**src/rtl/mips_pkg.sv**
```systemverilog
// Shared definitions for the HI/LO multiply/divide unit.
//   OP_*        two-bit operation encodings seen on the op port
//   md_state_t  sequencer states
//   MD_DZ_LO    LO value written on divide-by-zero (all ones, sliced to width)
package mips_pkg;

   localparam logic [1:0] OP_MULT  = 2'b00;
   localparam logic [1:0] OP_MULTU = 2'b01;
   localparam logic [1:0] OP_DIV   = 2'b10;
   localparam logic [1:0] OP_DIVU  = 2'b11;

   typedef enum logic [1:0] {
      MD_IDLE = 2'd0,
      MD_CALC = 2'd1,
      MD_FIX  = 2'd2
   } md_state_t;

   localparam logic [63:0] MD_DZ_LO = '1;

endpackage

```
**src/rtl/muldiv_step.sv**
```systemverilog
// One iteration of the shared multiply/divide datapath (purely combinational).
//   is_div    1: restoring-divide step, 0: shift-add multiply step
//   hi, lo    current accumulator halves
//             multiply: hi = partial product upper word, lo = remaining multiplier bits
//             divide:   hi = partial remainder, lo = dividend bits / quotient so far
//   operand   multiplicand magnitude (multiply) or divisor magnitude (divide)
//   hi_next, lo_next  accumulator after this iteration
module muldiv_step #(
   parameter int WIDTH = 32
) (
   input  logic             is_div,
   input  logic [WIDTH-1:0] hi,
   input  logic [WIDTH-1:0] lo,
   input  logic [WIDTH-1:0] operand,
   output logic [WIDTH-1:0] hi_next,
   output logic [WIDTH-1:0] lo_next
);

   logic [WIDTH:0] sum;
   logic [WIDTH:0] shifted;
   logic [WIDTH:0] trial;

   always_comb begin
      sum     = {1'b0, hi} + (lo[0] ? {1'b0, operand} : '0);
      shifted = {hi, lo[WIDTH-1]};
      // Remainder stays below the divisor, so a set top bit here means
      // the trial subtraction went negative.
      trial   = shifted - {1'b0, operand};
      hi_next = '0;
      lo_next = '0;
      if (is_div) begin
         if (!trial[WIDTH]) begin
            hi_next = trial[WIDTH-1:0];
            lo_next = {lo[WIDTH-2:0], 1'b1};
         end else begin
            hi_next = shifted[WIDTH-1:0];
            lo_next = {lo[WIDTH-2:0], 1'b0};
         end
      end else begin
         // The carry out of the add becomes the new top bit after the shift.
         hi_next = sum[WIDTH:1];
         lo_next = {sum[0], lo[WIDTH-1:1]};
      end
   end

endmodule

```
**src/rtl/hilo_muldiv.sv**
```systemverilog
// Iterative MULT/MULTU/DIV/DIVU unit with architectural HI/LO registers.
//   clk, rst          clock, asynchronous active-high reset
//   start, op, A, B   operation request (sampled only when idle)
//   mthi, mtlo, wdata direct HI/LO writes (idle only, dropped when start is high)
//   busy              operation in progress (registered)
//   done              one-cycle pulse when HI/LO hold a new result
//   div_by_zero       sticky flag from the last divide, cleared on next accept
//   HI, LO            result registers
//
// state   | meaning
// --------+-----------------------------------------------------------
// MD_IDLE | waiting for start; accepts MTHI/MTLO
// MD_CALC | one multiply/divide iteration per cycle, WIDTH cycles
// MD_FIX  | sign correction, HI/LO write, done pulse next cycle
module hilo_muldiv
   import mips_pkg::*;
#(
   parameter int WIDTH = 32
) (
   input  logic             clk,
   input  logic             rst,
   input  logic             start,
   input  logic [1:0]       op,
   input  logic [WIDTH-1:0] A,
   input  logic [WIDTH-1:0] B,
   input  logic             mthi,
   input  logic             mtlo,
   input  logic [WIDTH-1:0] wdata,
   output logic             busy,
   output logic             done,
   output logic             div_by_zero,
   output logic [WIDTH-1:0] HI,
   output logic [WIDTH-1:0] LO
);

   localparam int CNT_W = (WIDTH > 1) ? $clog2(WIDTH) : 1;
   localparam logic [CNT_W-1:0] CNT_LAST = CNT_W'(WIDTH - 1);

   md_state_t        state;
   logic [CNT_W-1:0] cnt;
   logic             is_div;
   logic             sign_a;
   logic             sign_b;
   logic             dz_pend;
   logic [WIDTH-1:0] acc_hi;
   logic [WIDTH-1:0] acc_lo;
   logic [WIDTH-1:0] operand;

   logic [WIDTH-1:0] step_hi;
   logic [WIDTH-1:0] step_lo;

   logic               op_is_div;
   logic               op_signed;
   logic               in_sa;
   logic               in_sb;
   logic [WIDTH-1:0]   mag_a;
   logic [WIDTH-1:0]   mag_b;
   logic [2*WIDTH-1:0] product;
   logic [2*WIDTH-1:0] product_fix;
   logic [WIDTH-1:0]   quot_fix;
   logic [WIDTH-1:0]   rem_fix;

   always_comb begin
      op_is_div   = (op == OP_DIV) || (op == OP_DIVU);
      op_signed   = !((op == OP_MULTU) || (op == OP_DIVU));
      in_sa       = op_signed & A[WIDTH-1];
      in_sb       = op_signed & B[WIDTH-1];
      mag_a       = in_sa ? -A : A;
      mag_b       = in_sb ? -B : B;
      product     = {acc_hi, acc_lo};
      product_fix = (sign_a ^ sign_b) ? -product : product;
      quot_fix    = (sign_a ^ sign_b) ? -acc_lo : acc_lo;
      // Remainder follows the dividend's sign.
      rem_fix     = sign_a ? -acc_hi : acc_hi;
   end

   muldiv_step #(.WIDTH(WIDTH)) u_step (
      .is_div  (is_div),
      .hi      (acc_hi),
      .lo      (acc_lo),
      .operand (operand),
      .hi_next (step_hi),
      .lo_next (step_lo)
   );

   always_ff @(posedge clk or posedge rst) begin
      if (rst) begin
         state       <= MD_IDLE;
         cnt         <= '0;
         is_div      <= 1'b0;
         sign_a      <= 1'b0;
         sign_b      <= 1'b0;
         dz_pend     <= 1'b0;
         acc_hi      <= '0;
         acc_lo      <= '0;
         operand     <= '0;
         busy        <= 1'b0;
         done        <= 1'b0;
         div_by_zero <= 1'b0;
         HI          <= '0;
         LO          <= '0;
      end else begin
         done <= 1'b0;
         case (state)
            MD_IDLE: begin
               if (start) begin
                  div_by_zero <= 1'b0;
                  is_div      <= op_is_div;
                  sign_a      <= in_sa;
                  sign_b      <= in_sb;
                  cnt         <= '0;
                  busy        <= 1'b1;
                  acc_hi      <= '0;
                  if (op_is_div) begin
                     operand <= mag_b;
                     if (B == '0) begin
                        // Raw dividend parked in acc_lo for the HI write in FIX.
                        dz_pend <= 1'b1;
                        acc_lo  <= A;
                        state   <= MD_FIX;
                     end else begin
                        dz_pend <= 1'b0;
                        acc_lo  <= mag_a;
                        state   <= MD_CALC;
                     end
                  end else begin
                     dz_pend <= 1'b0;
                     acc_lo  <= mag_b;
                     operand <= mag_a;
                     state   <= MD_CALC;
                  end
               end else begin
                  if (mthi) HI <= wdata;
                  if (mtlo) LO <= wdata;
               end
            end
            MD_CALC: begin
               acc_hi <= step_hi;
               acc_lo <= step_lo;
               cnt    <= cnt + 1'b1;
               if (cnt == CNT_LAST) state <= MD_FIX;
            end
            MD_FIX: begin
               busy  <= 1'b0;
               done  <= 1'b1;
               state <= MD_IDLE;
               if (dz_pend) begin
                  HI          <= acc_lo;
                  LO          <= MD_DZ_LO[WIDTH-1:0];
                  div_by_zero <= 1'b1;
               end else if (is_div) begin
                  HI <= rem_fix;
                  LO <= quot_fix;
               end else begin
                  HI <= product_fix[2*WIDTH-1:WIDTH];
                  LO <= product_fix[WIDTH-1:0];
               end
            end
            default: begin
               state <= MD_IDLE;
               busy  <= 1'b0;
            end
         endcase
      end
   end

endmodule

```
**config.mk**
```make
export PLATFORM = sky130hd
export DESIGN_NAME = hilo_muldiv
export DESIGN_NICKNAME = d
export VERILOG_FILES = /design/src/rtl/mips_pkg.sv /design/src/rtl/muldiv_step.sv /design/src/rtl/hilo_muldiv.sv
export SDC_FILE = /design/constraint.sdc
export NUM_CORES = 1
export LEC_CHECK = 0
export BUFFER_PORTS_ARGS = -buffer_cell sky130_fd_sc_hd__buf_2
export CAP_MARGIN = 20
export CORE_UTILIZATION = 44
export DETAILED_ROUTE_END_ITERATION = 16
export PLACE_DENSITY = 0.65
export SYNTH_ARGS = -nofsm -noshare
export SYNTH_HDL_FRONTEND = slang
export SYNTH_SLANG_ARGS = --single-unit
```
**constraint.sdc**
```tcl
create_clock -name clk -period 4.9 [get_ports clk]
set_input_delay 0.49 -clock clk [delete_from_list [all_inputs] [get_ports clk]]
set_output_delay 0.49 -clock clk [all_outputs]
set_load 0.05 [all_outputs]
```
==> impl_metrics.sql <==
INSERT INTO impl_metrics (metric_group, metric, value, unit) VALUES
('power_and_ir_drop', 'power.density_cell_area', '852', 'nW/µm²'),
('sta', 'layout_worst_path_cycle_share', '0.828', ''),
('synth', 'synth-seq-cells', '174', ''),
('clock_network', 'cts.hold.buffers_added', '0', ''),
('sta', 'finalMaxSlewViolations', '0', ''),
('clock_network', 'clock_sink_count', '174', ''),
('setup_path', 'worstReg2RegStart', 'acc_lo[0]$_DFFE_PP0P_', ''),
('synth', 'synthCells', '2053', ''),
('detailed_routing', 'via_count', '16300', ''),
('synth', 'synth.net_count', '2228', ''),
('setup_path', 'worst-setup-path-type', 'reg2reg', ''),
('setup_path', 'crit_fanout', '19', ''),
('floorplan', 'dieWidth', '191', 'µm'),
('synth', 'ys_seq_area_frac', '0.277', ''),
('synth', 'post_synth_main_area_contributors', 'sky130_fd_sc_hd__dfrtp_1 (28%), sky130_fd_sc_hd__o21ai_0 (7.1%), sky130_fd_sc_hd__xnor2_1 (5.6%)', ''),
('sta', 'final_tns_setup', '0', 'ps'),
('clock_network', 'ctsRootBufferMaster', 'sky130_fd_sc_hd__clkbuf_16', ''),
('synth', 'yosys_warnings', '0', ''),
('cells_and_area', 'final_cell_mix', 'sky130_fd_sc_hd__nand2_1 (230), sky130_fd_sc_hd__o21ai_0 (223), sky130_fd_sc_hd__nor2_1 (205)', ''),
('detailed_routing', 'drt-pass1-iter-count', '8', ''),
('floorplan', 'core_region_area', '34800', 'µm²'),
('synth', 'post_synth_instance_area', '15700', 'µm²'),
('cells_and_area', 'nFillCells', '3402', ''),
('synth', 'yosys_most_used_dff', 'sky130_fd_sc_hd__dfrtp_1', ''),
('place', 'final_weighted_congestion_in_routability_driven_placement', '1.02', ''),
('floorplan', 'die_h', '191', 'µm'),
('setup_path', 'worst_setup_path_start_kind', 'flop', ''),
('detailed_routing', 'routed_wirelength', '56200', 'µm'),
('power_and_ir_drop', 'power.static_leakage', '7.55', 'nW'),
('outcome', 'outcome', 'completed', ''),
('clock_network', 'cts_made_buffers', '17', ''),
('hold_path', 'timing.hold.worst.class', 'in2async', ''),
('power_and_ir_drop', 'ir_worst_vdd', '0.446', 'mV'),
('clock_network', 'clk_pin_slew', '70', 'ps'),
('setup_path', 'setup.reg_to_reg.worst_slack', '840', 'ps'),
('synth', 'avg_inst_size_synth', '7.64', 'µm²'),
('sta', 'worstMarginPinSlew', '933', 'ps'),
('sta', 'slew_headroom', '0.378', ''),
('global_routing', 'grt_util_all_layers', '0.305', ''),
('sta', 'setup_ws', '845', 'ps'),
('cells_and_area', 'num-nets-final', '2299', ''),
('clock_network', 'cts_setup_buffers', '0', ''),
('synth', 'yosysTopAreaCell', 'sky130_fd_sc_hd__dfrtp_1', ''),
('clock_network', 'cts-resized-gates', '0', ''),
('setup_path', 'ff2ff_path_depth', '13', ''),
('clock_network', 'cts-htree-levels', '4', ''),
('global_routing', 'grt_antenna_before_repair', '0', ''),
('cells_and_area', 'final_core_util', '0.500', ''),
('global_routing', 'grt_first_pass_wirelength', '85900', 'µm'),
('detailed_routing', 'route.detailed.vias_per_inst', '6.28', ''),
('detailed_routing', 'ant_nets', '0', ''),
('cells_and_area', 'fraction_of_layout_instances_using_a_drive_strength_above_1', '0.126', ''),
('sta', 'finalWorstPathRequiredPeriod', '4060', 'ps'),
('floorplan', 'floorplan.rows', '68', ''),
('sta', 'achievable-frequency', '0.247', 'GHz'),
('floorplan', 'start_util', '0.451', ''),
('cells_and_area', 'synthToLayoutAreaGrowth', '10.9', '%'),
('place', 'placement.setup.worst_slack', '1010', 'ps'),
('floorplan', 'design.portCount', '170', ''),
('detailed_routing', 'remaining_drc_errors', '0', ''),
('sta', 'grt_setup_unrepaired', 'false', ''),
('synth', 'synth.lib_cells_used.distinct', '79', ''),
('cells_and_area', 'final_common_cell', 'sky130_fd_sc_hd__nand2_1', ''),
('setup_path', 'critPathArrivalTime', '4380', 'ps'),
('cells_and_area', 'antenna_cells', '0', ''),
('place', 'buffer_ports.inserted', '169', ''),
('global_routing', 'grt_pass1_vias', '14800', ''),
('detailed_routing', 'initialDrtViolationCount', '2023', ''),
('clock_network', 'cts_tree', 'built', ''),
('sta', 'finalSetupViolations', '0', ''),
('flow_run', 'number_of_maximum_capacitance_constraint_violations', '0', '');
==> how the worst max path moves through the flow <==
stage	slack, ps	cells after the start	to	start
2_1_floorplan	1760	14	acc_hi[25]$_DFFE_PP0P_	acc_lo[0]$_DFFE_PP0P_
3_3_place_gp	1170	13	acc_hi[30]$_DFFE_PP0P_	acc_lo[31]$_DFFE_PP0P_
3_5_place_dp	1010	13	acc_hi[25]$_DFFE_PP0P_	acc_lo[0]$_DFFE_PP0P_
4_1_cts	980	13	acc_hi[25]$_DFFE_PP0P_	acc_lo[0]$_DFFE_PP0P_
5_1_grt	580	11	acc_hi[30]$_DFFE_PP0P_	acc_hi[22]$_DFFE_PP0P_
6_report	840	13	acc_hi[25]$_DFFE_PP0P_	acc_lo[0]$_DFFE_PP0P_
==> synth_stat cells (9+ instances only) <==
master	count
sky130_fd_sc_hd__a31oi_1	20
sky130_fd_sc_hd__o221ai_1	10
sky130_fd_sc_hd__mux2i_1	35
sky130_fd_sc_hd__nor3_1	43
sky130_fd_sc_hd__a221o_1	20
sky130_fd_sc_hd__and3_1	17
sky130_fd_sc_hd__nand4_1	13
sky130_fd_sc_hd__o21ai_0	223
sky130_fd_sc_hd__a21o_1	26
sky130_fd_sc_hd__nor4_1	15
sky130_fd_sc_hd__o21ai_1	13
sky130_fd_sc_hd__xnor2_1	101
sky130_fd_sc_hd__nor2b_1	16
sky130_fd_sc_hd__dfrtp_1	174
sky130_fd_sc_hd__a211oi_1	18
sky130_fd_sc_hd__o211ai_1	28
sky130_fd_sc_hd__nand2b_1	22
sky130_fd_sc_hd__o21bai_1	9
sky130_fd_sc_hd__o21a_1	9
sky130_fd_sc_hd__a222oi_1	24
sky130_fd_sc_hd__xor2_1	89
sky130_fd_sc_hd__o41ai_1	9
sky130_fd_sc_hd__and2_1	10
sky130_fd_sc_hd__or3_1	25
sky130_fd_sc_hd__o22ai_1	32
sky130_fd_sc_hd__clkbuf_1	116
sky130_fd_sc_hd__a21oi_1	160
sky130_fd_sc_hd__o31ai_1	18
sky130_fd_sc_hd__nor2_1	206
sky130_fd_sc_hd__inv_1	68
sky130_fd_sc_hd__buf_1	13
sky130_fd_sc_hd__a22oi_1	15
sky130_fd_sc_hd__ha_1	70
sky130_fd_sc_hd__nand3_1	25
sky130_fd_sc_hd__buf_2	12
sky130_fd_sc_hd__nand2_1	230
==> flip-flops by register name, indices dropped and copies added (netlist names), 2 cells and up <==
register  flops
HI           32
acc_hi       32
operand      32
acc_lo       32
state         2
LO           32
cnt           5
==> stage by stage <==
| step | cells | hold WS [ps] | instance area (µm²) | power, mW |
|---|---|---|---|---|
| after global routing | 2591 | 245 | 17400 | 15.9 |
| after global placement | 2559 | 457 | 16800 | 13.0 |
| after CTS | 2591 | 240 | 17400 | 14.6 |
| after floorplan | 2053 | 449 | 15700 | 10.4 |
| final | 2591 | 185 | 17400 | 14.8 |
| after detailed placement | 2560 | 468 | 16800 | 13.1 |
==> worst max-delay path: stages, from the launching register on <==
cell and delay [ps]:
sky130_fd_sc_hd__dfrtp_1 440, sky130_fd_sc_hd__inv_1 520, sky130_fd_sc_hd__buf_4 340, sky130_fd_sc_hd__nor2_1 70, sky130_fd_sc_hd__ha_1 350, sky130_fd_sc_hd__a21oi_1 190, sky130_fd_sc_hd__o21ai_0 160, sky130_fd_sc_hd__a2111o_1 340
sky130_fd_sc_hd__a31o_2 260, sky130_fd_sc_hd__a41oi_1 460, sky130_fd_sc_hd__o21ai_0 230, sky130_fd_sc_hd__xnor2_1 180, sky130_fd_sc_hd__o21ai_0 90, sky130_fd_sc_hd__a211o_1 300
==> power breakdown <==
group / internal (mW) / switching, mW / leakage, nW
clock: 0.816 / 0.660 / 0.300
sequential: 2.16 / 1.12 / 2.13
combinational: 3.69 / 6.37 / 5.12
==> layout make-up <==
type                            count  area (µm²)  area share
Inverter                           70         267      0.0153
Clock buffer                       18         429      0.0247
Tap cell                          455         569      0.0327
Multi-Input combinational cell   1662       10500       0.603
Timing Repair Buffer              199        1100      0.0630
Clock inverter                     13         184      0.0106
Sequential cell                   174        4360       0.250
==> routing by layer <==
layer / track usage / share of wire / up-vias
li1: - / - / 7563
met1: 0.436 / 0.45 / 7805
met2: 0.466 / 0.44 / 831
met3: 0.0486 / 0.091 / 71
met4: 0.0951 / 0.023 / 0
met5: 0 / 0 / -
==> logic make-up (layout without fill, tap and decap cells) <==
logic type | after synthesis | in the layout | share of synthesized area
AO/OA/AOI/OAI | 695 | 695 | 0.279
XOR/XNOR | 190 | 190 | 0.106
adder cells (fa/ha/maj) | 72 | 72 | 0.0584
buffers and inverters | 217 | 300 | 0.0550
flip-flops | 174 | 174 | 0.277
multiplexers | 42 | 42 | 0.0273
AND/OR/NAND/NOR | 663 | 663 | 0.197
Note: power is estimated with default switching activity, not from simulation.
